### config.mk
export PLATFORM = sky130hd
export DESIGN_NAME = adc_sample_ctrl_flat
export DESIGN_NICKNAME = d
export VERILOG_FILES = /design/src/rtl/adc_pkg.sv /design/src/rtl/adc_sample_ctrl_if.sv /design/src/rtl/adc_avg_accum.sv /design/src/rtl/adc_sample_ctrl.sv /design/src/flat_wrapper.sv
export SDC_FILE = /design/constraint.sdc
export NUM_CORES = 1
export LEC_CHECK = 0
export ABC_AREA = 1
export BUFFER_PORTS_ARGS = -buffer_cell sky130_fd_sc_hd__clkbuf_2
export CAP_MARGIN = 40
export CELL_PAD_IN_SITES_DETAIL_PLACEMENT = 1
export CELL_PAD_IN_SITES_GLOBAL_PLACEMENT = 1
export CORE_UTILIZATION = 42
export CTS_BUF_LIST = sky130_fd_sc_hd__clkbuf_4 sky130_fd_sc_hd__clkbuf_8
export CTS_CLUSTER_SIZE = 40
export DETAILED_ROUTE_END_ITERATION = 10
export PLACE_DENSITY_LB_ADDON = 0.1
export SLEW_MARGIN = 10
export SYNTH_ARGS = -nofsm -noshare
export SYNTH_HDL_FRONTEND = slang
export SYNTH_SLANG_ARGS = --single-unit
### constraint.sdc
create_clock -name clock -period 1.6 [get_ports clock]
set_input_delay 0.24 -clock clock [delete_from_list [all_inputs] [get_ports clock]]
set_output_delay 0.24 -clock clock [all_outputs]
set_load 0.1 [all_outputs]
### src/rtl/adc_pkg.sv
// Shared constants and types for the ADC conversion sequencer.
package adc_pkg;

  // Width of the SAR ADC result bus.
  localparam int unsigned ADC_DW = 5;

  // Sequencer states.
  typedef enum logic [2:0] {
    S_IDLE  = 3'd0,
    S_WAIT  = 3'd1,
    S_START = 3'd2,
    S_CONV  = 3'd3,
    S_PUB   = 3'd4
  } state_e;

endpackage

### src/rtl/adc_sample_ctrl_if.sv
// Valid/ready port carrying the averaged ADC result to its consumer.
interface adc_sample_ctrl_if;
  import adc_pkg::*;

  logic [ADC_DW-1:0] avgOut;
  logic              avgValid;
  logic              avgReady;

  // Producer side (the sequencer).
  modport master (
    output avgOut,
    output avgValid,
    input  avgReady
  );

  // Consumer side.
  modport slave (
    input  avgOut,
    input  avgValid,
    output avgReady
  );

endinterface

### src/rtl/adc_avg_accum.sv
// Accumulates ADC samples and divides the sum by 2^LOG2_AVG with a shift.
module adc_avg_accum
  import adc_pkg::*;
#(
  parameter int unsigned LOG2_AVG = 2
) (
  input  logic              clock,
  input  logic              reset,
  input  logic              clear,
  input  logic              add,
  input  logic              publish,
  input  logic [ADC_DW-1:0] data,
  output logic              last,
  output logic [ADC_DW-1:0] avg
);

  // Sum of 2^LOG2_AVG samples of ADC_DW bits always fits in AccW bits.
  localparam int unsigned AccW = ADC_DW + LOG2_AVG;
  localparam int unsigned CntW = LOG2_AVG + 1;

  logic [AccW-1:0] acc_q, acc_d;
  logic [CntW-1:0] cnt_q, cnt_d;

  // Next accumulator and sample count; a clear or publish empties both.
  always_comb begin
    acc_d = acc_q;
    cnt_d = cnt_q;
    if (clear || publish) begin
      acc_d = '0;
      cnt_d = '0;
    end else if (add) begin
      acc_d = acc_q + AccW'(data);
      cnt_d = cnt_q + CntW'(1);
    end
  end

  // Accumulator and sample count registers.
  always_ff @(posedge clock or negedge reset) begin
    if (!reset) begin
      acc_q <= '0;
      cnt_q <= '0;
    end else begin
      acc_q <= acc_d;
      cnt_q <= cnt_d;
    end
  end

  // The sample being added now completes the set.
  assign last = (cnt_q == CntW'((1 << LOG2_AVG) - 1));
  assign avg  = ADC_DW'(acc_q >> LOG2_AVG);

endmodule

### src/rtl/adc_sample_ctrl.sv
// Periodic conversion sequencer for the 5-bit SAR ADC with averaging,
// timeout detection and overrun flagging on the result port.
module adc_sample_ctrl
  import adc_pkg::*;
#(
  parameter int unsigned PERIOD   = 64,
  parameter int unsigned LOG2_AVG = 2,
  parameter int unsigned TIMEOUT  = 64
) (
  input  logic              clock,
  input  logic              reset,
  input  logic              enable,
  input  logic              clrErr,
  input  logic              nEndCnv,
  input  logic [ADC_DW-1:0] adcData,
  output logic              nStartCnv,
  adc_sample_ctrl_if.master avgIf,
  output logic              busy,
  output logic              overrun,
  output logic              timeoutErr
);

  localparam int unsigned PerW = 16;
  localparam int unsigned TmoW = $clog2(TIMEOUT + 1);

  state_e state_q, state_d, resume_st;

  logic [PerW-1:0]   per_q;
  logic [TmoW-1:0]   tmo_q;
  logic              tmo_hit;
  logic              acc_clear, acc_add, acc_publish, acc_last, abort;
  logic [ADC_DW-1:0] acc_avg;

  logic              nstart_q;
  logic [ADC_DW-1:0] avg_q, avg_d;
  logic              valid_q, valid_d;
  logic              overrun_q, overrun_d;
  logic              tmo_err_q, tmo_err_d;

  // Where every decision point goes next: keep running or park.
  assign resume_st = enable ? S_WAIT : S_IDLE;

  // TIMEOUT cycles have now been spent in S_START plus S_CONV.
  assign tmo_hit = ((state_q == S_START) || (state_q == S_CONV)) &&
                   (tmo_q == TmoW'(TIMEOUT - 1));

  // Next-state logic and accumulator strobes.
  always_comb begin
    state_d     = state_q;
    acc_clear   = 1'b0;
    acc_add     = 1'b0;
    acc_publish = 1'b0;
    abort       = 1'b0;
    unique case (state_q)
      S_IDLE: begin
        acc_clear = 1'b1;
        if (enable) state_d = S_WAIT;
      end
      S_WAIT: begin
        if (per_q == '0) state_d = enable ? S_START : S_IDLE;
      end
      S_START: begin
        if (tmo_hit) begin
          abort     = 1'b1;
          acc_clear = 1'b1;
          state_d   = resume_st;
        end else if (nEndCnv) begin
          state_d = S_CONV;
        end
      end
      S_CONV: begin
        // A result landing in the final timeout cycle is still taken.
        if (!nEndCnv) begin
          acc_add = 1'b1;
          state_d = acc_last ? S_PUB : resume_st;
        end else if (tmo_hit) begin
          abort     = 1'b1;
          acc_clear = 1'b1;
          state_d   = resume_st;
        end
      end
      S_PUB: begin
        acc_publish = 1'b1;
        state_d     = resume_st;
      end
      default: state_d = S_IDLE;
    endcase
  end

  // State register.
  always_ff @(posedge clock or negedge reset) begin
    if (!reset) state_q <= S_IDLE;
    else        state_q <= state_d;
  end

  // Period counter: loads on entry to S_WAIT and counts down to zero.
  always_ff @(posedge clock or negedge reset) begin
    if (!reset) begin
      per_q <= '0;
    end else if ((state_d == S_WAIT) && (state_q != S_WAIT)) begin
      per_q <= PerW'(PERIOD - 1);
    end else if ((state_q == S_WAIT) && (per_q != '0)) begin
      per_q <= per_q - PerW'(1);
    end
  end

  // Timeout counter: zeroed on entry to S_START, runs through S_CONV.
  always_ff @(posedge clock or negedge reset) begin
    if (!reset) begin
      tmo_q <= '0;
    end else if ((state_d == S_START) && (state_q != S_START)) begin
      tmo_q <= '0;
    end else if ((state_q == S_START) || (state_q == S_CONV)) begin
      tmo_q <= tmo_q + TmoW'(1);
    end
  end

  // Registered start request so the ADC sees a glitch-free level.
  always_ff @(posedge clock or negedge reset) begin
    if (!reset) nstart_q <= 1'b1;
    else        nstart_q <= (state_d != S_START);
  end

  adc_avg_accum #(
    .LOG2_AVG (LOG2_AVG)
  ) u_accum (
    .clock   (clock),
    .reset   (reset),
    .clear   (acc_clear),
    .add     (acc_add),
    .publish (acc_publish),
    .data    (adcData),
    .last    (acc_last),
    .avg     (acc_avg)
  );

  // Result port handshake and sticky error flags; a new set wins over clrErr.
  always_comb begin
    avg_d     = avg_q;
    valid_d   = valid_q;
    overrun_d = overrun_q & ~clrErr;
    tmo_err_d = tmo_err_q & ~clrErr;
    if (valid_q && avgIf.avgReady) valid_d = 1'b0;
    if (acc_publish) begin
      avg_d   = acc_avg;
      valid_d = 1'b1;
      if (valid_q && !avgIf.avgReady) overrun_d = 1'b1;
    end
    if (abort) tmo_err_d = 1'b1;
  end

  // Output and flag registers.
  always_ff @(posedge clock or negedge reset) begin
    if (!reset) begin
      avg_q     <= '0;
      valid_q   <= 1'b0;
      overrun_q <= 1'b0;
      tmo_err_q <= 1'b0;
    end else begin
      avg_q     <= avg_d;
      valid_q   <= valid_d;
      overrun_q <= overrun_d;
      tmo_err_q <= tmo_err_d;
    end
  end

  assign nStartCnv      = nstart_q;
  assign avgIf.avgOut   = avg_q;
  assign avgIf.avgValid = valid_q;
  assign busy           = (state_q != S_IDLE);
  assign overrun        = overrun_q;
  assign timeoutErr     = tmo_err_q;

endmodule
### src/flat_wrapper.sv
// flat-port wrapper written by rule: the top's interface ports become plain ports
module adc_sample_ctrl_flat import adc_pkg::*;
#(
  parameter int unsigned PERIOD   = 64,
  parameter int unsigned LOG2_AVG = 2,
  parameter int unsigned TIMEOUT  = 64
)
  (clock, reset, enable, clrErr, nEndCnv, adcData, nStartCnv, busy, overrun, timeoutErr, avgIf_avgOut, avgIf_avgValid, avgIf_avgReady);
  adc_sample_ctrl_if avgIf_i ();
  input  logic clock;
  input  logic reset;
  input  logic enable;
  input  logic clrErr;
  input  logic nEndCnv;
  input  logic [ADC_DW-1:0] adcData;
  output logic nStartCnv;
  output logic busy;
  output logic overrun;
  output logic timeoutErr;
  output wire logic [$bits(avgIf_i.avgOut)-1:0] avgIf_avgOut;
  output wire logic [$bits(avgIf_i.avgValid)-1:0] avgIf_avgValid;
  input wire logic [$bits(avgIf_i.avgReady)-1:0] avgIf_avgReady;
  assign avgIf_avgOut = avgIf_i.avgOut;
  assign avgIf_avgValid = avgIf_i.avgValid;
  assign avgIf_i.avgReady = avgIf_avgReady;
  adc_sample_ctrl #(.PERIOD(PERIOD), .LOG2_AVG(LOG2_AVG), .TIMEOUT(TIMEOUT)) u_core (.clock(clock), .reset(reset), .enable(enable), .clrErr(clrErr), .nEndCnv(nEndCnv), .adcData(adcData), .nStartCnv(nStartCnv), .avgIf(avgIf_i), .busy(busy), .overrun(overrun), .timeoutErr(timeoutErr));
endmodule
==> summary.md, run 1 <==
| Metric | Value |
|---|---|
| Gr usage total | `0.220` |
| Critical path type | `flip-flop to flip-flop` |
| Distinct cell type count after synthesis | `31` |
| DRT Pass-1 Iters | `4` |
| Number of global-route vias before repair | `2713` |
| Worst-Skew Late Latency | `0.30 ns` |
| Die width | `83.0 microns` |
| FF+latch count, synth | `45` |
| Reg clk slew, reported paths | `0.09 ns` |
| Top-area cell type share of the netlist area | `0.399` |
| PortBufs | `20` |
| Crit Reg-Reg Startpoint | `u_core.u_accum.cnt_q[1]$_DFFE_PN0P_` |
| Slew Limit Headroom | `0.634` |
| Post-synth top cells | `110 x nand2_1, 47 x inv_1, 47 x nand3_1` |
| Via density | `5.07` |
| Worst path required time | `1.80 ns` |
| Worst-margin pin slew | `0.552 ns` |
| Clk network pwr share | `0.365` |
| R2R setup slack | `0.002 ns` |
| Hold path depth | `2` |
| N_diodes | `0` |
| Hold Path Class | `input pin to flip-flop` |
| Core area | `6350 sq um` |
| Slew Limit Fails | `0` |
| Initial DRC count | `94` |
| Die Y | `83.0 microns` |
| Via Count | `2538` |
| Avg WL per Cell | `15.0 microns` |
| Logic pwr share | `0.041` |
| Pwr/cell area | `543 nW/um^2` |
| Syn Nets | `386` |
| Routability-driven placement congestion ratio | `0.819` |
| Global route overflow | `0` |
| Finish-stage setup viols | `0` |
| Post-Synthesis Cells | `365` |
| Synthesized area | `2760 sq um` |
| R2R cell count | `11` |
| Fmax | `626 MHz` |
| Layout Skew | `0.00946 ns` |
| Pleak | `0.00192 uW` |
| Sw Ratio | `0.234` |
| Initial Utilization | `0.434` |
| CP arrival | `1.80 ns` |
| Ys Warns | `0` |
| CTS tree | `built` |
| Post-route ant nets | `0` |
| CTS max path bufs | `2` |
| Sw power | `448 uW` |
| Pin count of the biggest net entering global routing | `31` |
| RSZ-0062 raised after global routing | `true` |
| CTS Root Cell | `clkbuf_8` |
| Syn_area_per_cell | `7.55 sq um` |
| H-tree depth | `2` |
| Filler instances | `787` |
| Worst hold slack | `0.161 ns` |
| Crit share post-route | `0.999` |
| Area Overhead vs Synth | `27.9%` |
| Cell Rows | `29` |
| Num ports | `21` |
| Non-filler cells, final | `501` |
| FF+latch area | `1130 sq um` |
| Worst setup SP type | `flip-flop` |
| EDFF count, synth | `0` |
| Initial antenna violation count | `0` |
| Status | `completed` |
| MaxCap Viol Count | `0` |
| Multi-input logic area | `1520 sq um` |
| Hold Violations, Final | `0` |
| Clock sink total | `45` |
| Drt drc | `0` |
| FF-to-FF End | `u_core.per_q[11]$_DFFE_PN0P_` |
| Hold Startpoint | `clrErr` |
| Die area | `6890 sq um` |
| Share of cells above drive strength 1 | `0.281` |
| Crit. End Element | `flip-flop` |
| First-pass GRT wire length | `12.3 mm` |
| Most common cell in the netlist | `nand2_1` |
| Largest fanout on the critical path | `6` |
| Synth Flop Type | `dfrtp_1` |
| HPWL Detailed | `5.45 mm` |
| Fin nets | `444` |
| Endpoint, Worst Hold | `u_core.timeoutErr$_DFF_PN0_` |
| Top cells by area, synth | `dfrtp_1 40%, nand2_1 15%, nand3_1 8.5%` |
| P_int | `1470 uW` |
| CTS Buf Count | `5` |
| WL final | `7.52 mm` |
| Area leader, netlist | `dfrtp_1` |
| Sequential cell area fraction in the yosys report | `0.409` |
| Ys async rst share | `1.00` |
| Dpl cells | `484` |
| Min cycle time layout | `1.60 ns` |
| Max VDD drop | `0.305 mV` |
| Seq pwr share | `0.594` |
registers in the layout, indices dropped and copies added (netlist names):
| signal | flops |
|---|---|
| u_core.avgIf.avgValid | 1 |
| u_core.per_q | 16 |
| u_core.tmo_q | 7 |
| u_core.nStartCnv | 1 |
| u_core.timeoutErr | 1 |
| u_core.u_accum.acc_q | 7 |
| u_core.state_q | 3 |
| u_core.u_accum.cnt_q | 3 |
| u_core.avgIf.avgOut | 5 |
| u_core.overrun | 1 |
timing repair:
action | 4_1_cts | 5_1_grt
endpoints found under the setup margin | 8 | 20
pin swaps | 0 | 20
buffers inserted | 2 | 3
gates resized for setup | 4 | 41
hold buffers | 1 | 0
endpoints found under the hold margin | 14 | 0
cloned | 0 | 3
layer usage:
| metal | part of all wire | global-route usage | up-vias |
|---|---|---|---|
| met1 | 0.43 | 0.264 | 1229 |
| met3 | 0.020 | 0.0308 | 12 |
| met2 | 0.53 | 0.400 | 30 |
| met4 | 0.023 | 0.0784 | 0 |
| met5 | 0 | 0 | - |
| li1 | - | - | 1267 |
metrics by stage:
step                setup slack (ns)  total power, uW  setup TNS, ns   util  instance area, sq um
floorplan                     0.0281             1190              0      -                  2760
global placement              0.0302             1240              0  0.497                  3150
detailed placement           -0.0139             1240        -0.0139  0.497                  3150
CTS                          0.00673             1950              0  0.518                  3290
global route                  -0.118             2000          -1.38  0.555                  3520
finish                       0.00181             1910              0  0.555                  3520
cell usage in the layout, fill, tap and decap left out, types with 2 or more instances in the layout:
master,count
dfrtp_1,43
buf_12,4
nand3b_1,2
xnor2_1,3
buf_4,29
clkbuf_2,18
a21oi_1,5
clkbuf_16,2
inv_2,4
nor2_2,6
inv_6,2
mux2_2,2
nor2_1,30
xor2_1,8
clkinv_2,2
o22ai_1,3
nand2_1,105
nor2_4,2
buf_6,2
ha_1,7
nand3_2,17
nand2_2,7
clkbuf_8,5
inv_1,46
nor2_8,2
o21ai_0,6
nand4_1,7
nand3_1,35
nand2_4,4
cell type report:
class	count	share of cell area
clock buffers	5	0.0195
clock inverters	3	0.00497
inverters	52	0.0582
multi-input cells	262	0.432
flip-flops and latches	45	0.320
well taps	77	0.0273
repair buffers	57	0.138
cells by family (layout without fill, tap and decap cells):
logic type                 count (synthesis)  in the layout  synth area share
AOI/OAI and AO/OA                         16             16            0.0318
adders and majority gates                 10             10            0.0481
xor gates and xnor gates                  11             11            0.0350
DFF                                       45             45             0.409
buffers and inverters                     58            117            0.0894
and+or+nand+nor                          222            222             0.375
muxes                                      3              3            0.0118
worst max path at each step:
stage / from / to / slack, ns / cells after the start
floorplan: u_core.per_q[0]$_DFFE_PN0P_ / u_core.per_q[3]$_DFFE_PN0P_ / 0.03 / 10
global placement: u_core.u_accum.acc_q[0]$_DFFE_PN0P_ / u_core.u_accum.acc_q[4]$_DFFE_PN0P_ / 0.03 / 5
detailed placement: u_core.u_accum.cnt_q[0]$_DFFE_PN0P_ / u_core.per_q[14]$_DFFE_PN0P_ / -0.01 / 11
CTS: u_core.u_accum.cnt_q[0]$_DFFE_PN0P_ / u_core.per_q[14]$_DFFE_PN0P_ / 0.007 / 11
global route: u_core.u_accum.cnt_q[1]$_DFFE_PN0P_ / u_core.per_q[4]$_DFFE_PN0P_ / -0.12 / 12
finish: u_core.u_accum.cnt_q[1]$_DFFE_PN0P_ / u_core.per_q[11]$_DFFE_PN0P_ / 0.002 / 11
power groups by stage:
stage          Clock [uW]  Sequential (uW)  Combinational, uW
2_1_floorplan           0             1160               27.0
6_report              699             1140               79.1
4_1_cts               736             1140               81.3
3_5_place_dp            0             1160               78.7
5_1_grt               768             1140               91.7
3_3_place_gp            0             1160               77.0
critical path: stages, from the launching register on:
cell	delay [ns]
dfrtp_1	0.39
ha_2	0.21
ha_4	0.16
inv_2	0.04
nand3_2	0.05
nor2_2	0.12
nor2_2	0.05
nand2_2	0.08
nand2_4	0.11
clkbuf_16	0.18
nand3_2	0.06
nand2_1	0.05
Note: power is estimated with default switching activity, not from simulation.
==> run 2, diff against run 1 <==
Settings changed: CORE_MARGIN set to 10.
==> run 2 against run 1 <==
Compared with the run above: register-to-register slack about the same; clock power increased by 13%; count of clock-buffer cells in the layout increased by 2; final area up 0.92%; die area rose by 48%; clock skew is 0.0059 ns lower; core utilization is 0.51 points higher; power rose by 5.3%; wire length increased by 9.9%; sequential share of layout area fell by 0.26 points.
==> summary.md, run 2 (same netlist as run 1, synthesis figures left out) <==
| Metric | Value |
|---|---|
| Hold Startpoint | `clrErr` |
| Post-DP Area | `3220 sq um` |
| Layout Skew | `0.00354 ns` |
| Routability-driven placement congestion ratio | `0.798` |
| Fin nets | `450` |
| CTS max path bufs | `2` |
| Worst-margin pin slew | `0.557 ns` |
| Reg clk slew, reported paths | `0.09 ns` |
| Most flops, register | `u_core.per_q` |
| Fmax | `631 MHz` |
| Dpl cells | `494` |
| Largest register FFs | `16` |
| Die width | `101 microns` |
| Pin count of the biggest net entering global routing | `21` |
| First-pass GRT wire length | `13.5 mm` |
| Pre-CTS setup slack | `-0.0684 ns` |
| Global route overflow | `0` |
| Filler instances | `817` |
| CP arrival | `1.83 ns` |
| Pwr/cell area | `567 nW/um^2` |
| Status | `completed` |
| DRT Pass-1 Iters | `4` |
| Top Registers | `u_core.per_q: 16 flops, u_core.tmo_q: 7 flops, u_core.u_accum.acc_q: 7 flops` |
| Non-filler cells, final | `507` |
| Pleak | `0.00194 uW` |
| Die area | `10200 sq um` |
| N_diodes | `0` |
| CP Cell Sequence | `ha_2, ha_4, inv_2, nand3_2, nor2_2, nor2_2, nand2_4, nand2_8, buf_6, nand3_2` |
| RSZ-0062 raised after global routing | `true` |
| Avg WL per Cell | `16.3 microns` |
| Initial Utilization | `0.434` |
| Slew Limit Fails | `0` |
| Crit Reg-Reg Startpoint | `u_core.u_accum.cnt_q[1]$_DFFE_PN0P_` |
| Number of global-route vias before repair | `2795` |
| Via Count | `2624` |
| Post-route setup slack | `0.0146 ns` |
| Most frequent cells in the layout | `106 x nand2_1, 45 x inv_1, 42 x dfrtp_1` |
| Hold path depth | `2` |
| Crit. End Element | `flip-flop` |
| Post-route ant nets | `0` |
| CTS tree | `built` |
| Die Y | `101 microns` |
| Endpoint, Worst Hold | `u_core.timeoutErr$_DFF_PN0_` |
| CTS Buf Count | `5` |
| Clock sink total | `45` |
| H-tree depth | `2` |
| Num ports | `21` |
| Largest fanout on the critical path | `5` |
| Setup TNS | `0 ns` |
| WL final | `8.26 mm` |
| Worst hold slack | `0.149 ns` |
| Via density | `5.18` |
| Share of cells above drive strength 1 | `0.309` |
| MaxCap Viol Count | `0` |
| CTS Root Cell | `clkbuf_8` |
| Slew Limit Headroom | `0.630` |
| FF-to-FF End | `u_core.per_q[2]$_DFFE_PN0P_` |
| Drt drc | `0` |
| Area Overhead vs Synth | `29.1%` |
| CP max stage delay | `0.41 ns` |
| Commonest non-fill, non-tap cell in the layout | `nand2_1` |
| Min cycle time layout | `1.59 ns` |
| Cell Rows | `29` |
| Core area | `6350 sq um` |
| Max VDD drop | `0.571 mV` |
| PortBufs | `20` |
| R2R cell count | `10` |
| Critical path type | `flip-flop to flip-flop` |
| Hold Violations, Final | `0` |
| HPWL Detailed | `6.10 mm` |
| Final instance area | `3560 sq um` |
| Worst setup SP type | `flip-flop` |
| Gr usage total | `0.162` |
| R2R setup slack | `0.01 ns` |
| Crit share post-route | `0.991` |
| Finish-stage setup viols | `0` |
| Critical path's slowest cell | `dfrtp_1` |
| Initial antenna violation count | `0` |
| Worst path required time | `1.85 ns` |
| Initial DRC count | `55` |
| Hold Path Class | `input pin to flip-flop` |
| Worst-Skew Late Latency | `0.30 ns` |
==> run 2: how the worst max path moves through the flow <==
| stage | from | endpoint | slack, ns | depth (start not counted) |
|---|---|---|---|---|
| finish | u_core.u_accum.cnt_q[1]$_DFFE_PN0P_ | u_core.per_q[2]$_DFFE_PN0P_ | 0.01 | 10 |
| global route | u_core.u_accum.cnt_q[1]$_DFFE_PN0P_ | u_core.per_q[1]$_DFFE_PN0P_ | -0.04 | 10 |
| CTS | u_core.u_accum.cnt_q[0]$_DFFE_PN0P_ | u_core.per_q[9]$_DFFE_PN0P_ | 0.002 | 10 |
| detailed placement | u_core.tmo_q[0]$_DFFE_PN0P_ | u_core.state_q[0]$_DFF_PN0_ | -0.07 | 9 |
| global placement | u_core.u_accum.cnt_q[0]$_DFFE_PN0P_ | u_core.per_q[5]$_DFFE_PN0P_ | 0.02 | 10 |
| floorplan | u_core.per_q[0]$_DFFE_PN0P_ | u_core.per_q[3]$_DFFE_PN0P_ | 0.03 | 10 |
==> run 2: layer usage <==
layer	vias up	track usage	wire (microns)
met5	-	0	0
met4	0	0.0386	83
met3	8	0.0267	216
met2	28	0.295	4470
met1	1301	0.192	3490
li1	1287	-	-
==> run 2: repair_timing <==
| item | 4_1_cts | 5_1_grt |
|---|---|---|
| hold buffers | 1 | 0 |
| cloned | 0 | 3 |
| endpoints found under the setup margin | 12 | 33 |
| endpoints found under the hold margin | 15 | 0 |
| pin swaps | 1 | 14 |
| gates resized for setup | 5 | 48 |
| buffers inserted | 0 | 1 |
==> run 2: worst max-delay path: cells and delay by family (launching register included) <==
kind / cells / cell delay, ns
flip-flops: 1 / 0.41
AND/OR/NAND/NOR: 6 / 0.55
adder cells (fa/ha/maj): 2 / 0.37
buffers and inverters: 2 / 0.20
==> run 2: final cells by class <==
| type | count | area, sq um | share of cell area |
|---|---|---|---|
| clock buffer | 7 | 96.3 | 0.0271 |
| clock inverter | 1 | 5.00 | 0.00141 |
| inverter | 52 | 200 | 0.0563 |
| multi-input combinational | 265 | 1590 | 0.447 |
| sequential | 45 | 1130 | 0.318 |
| tap | 77 | 96.3 | 0.0271 |
| timing repair buffer | 60 | 440 | 0.124 |
==> run 2: power by group <==
part	leakage (uW)	internal (uW)	switching, uW	total, uW
Sequential	0.000576	1140	0.000000000000141	1140
Combinational	0.00131	29.4	57.3	86.7
Clock	0.0000542	391	401	792
==> run 2: metrics by stage <==
stage	power [uW]	utilization
detailed placement	1240	0.507
global placement	1240	0.507
floorplan	1190	-
CTS	2040	0.527
finish	2020	0.560
global route	2100	0.560
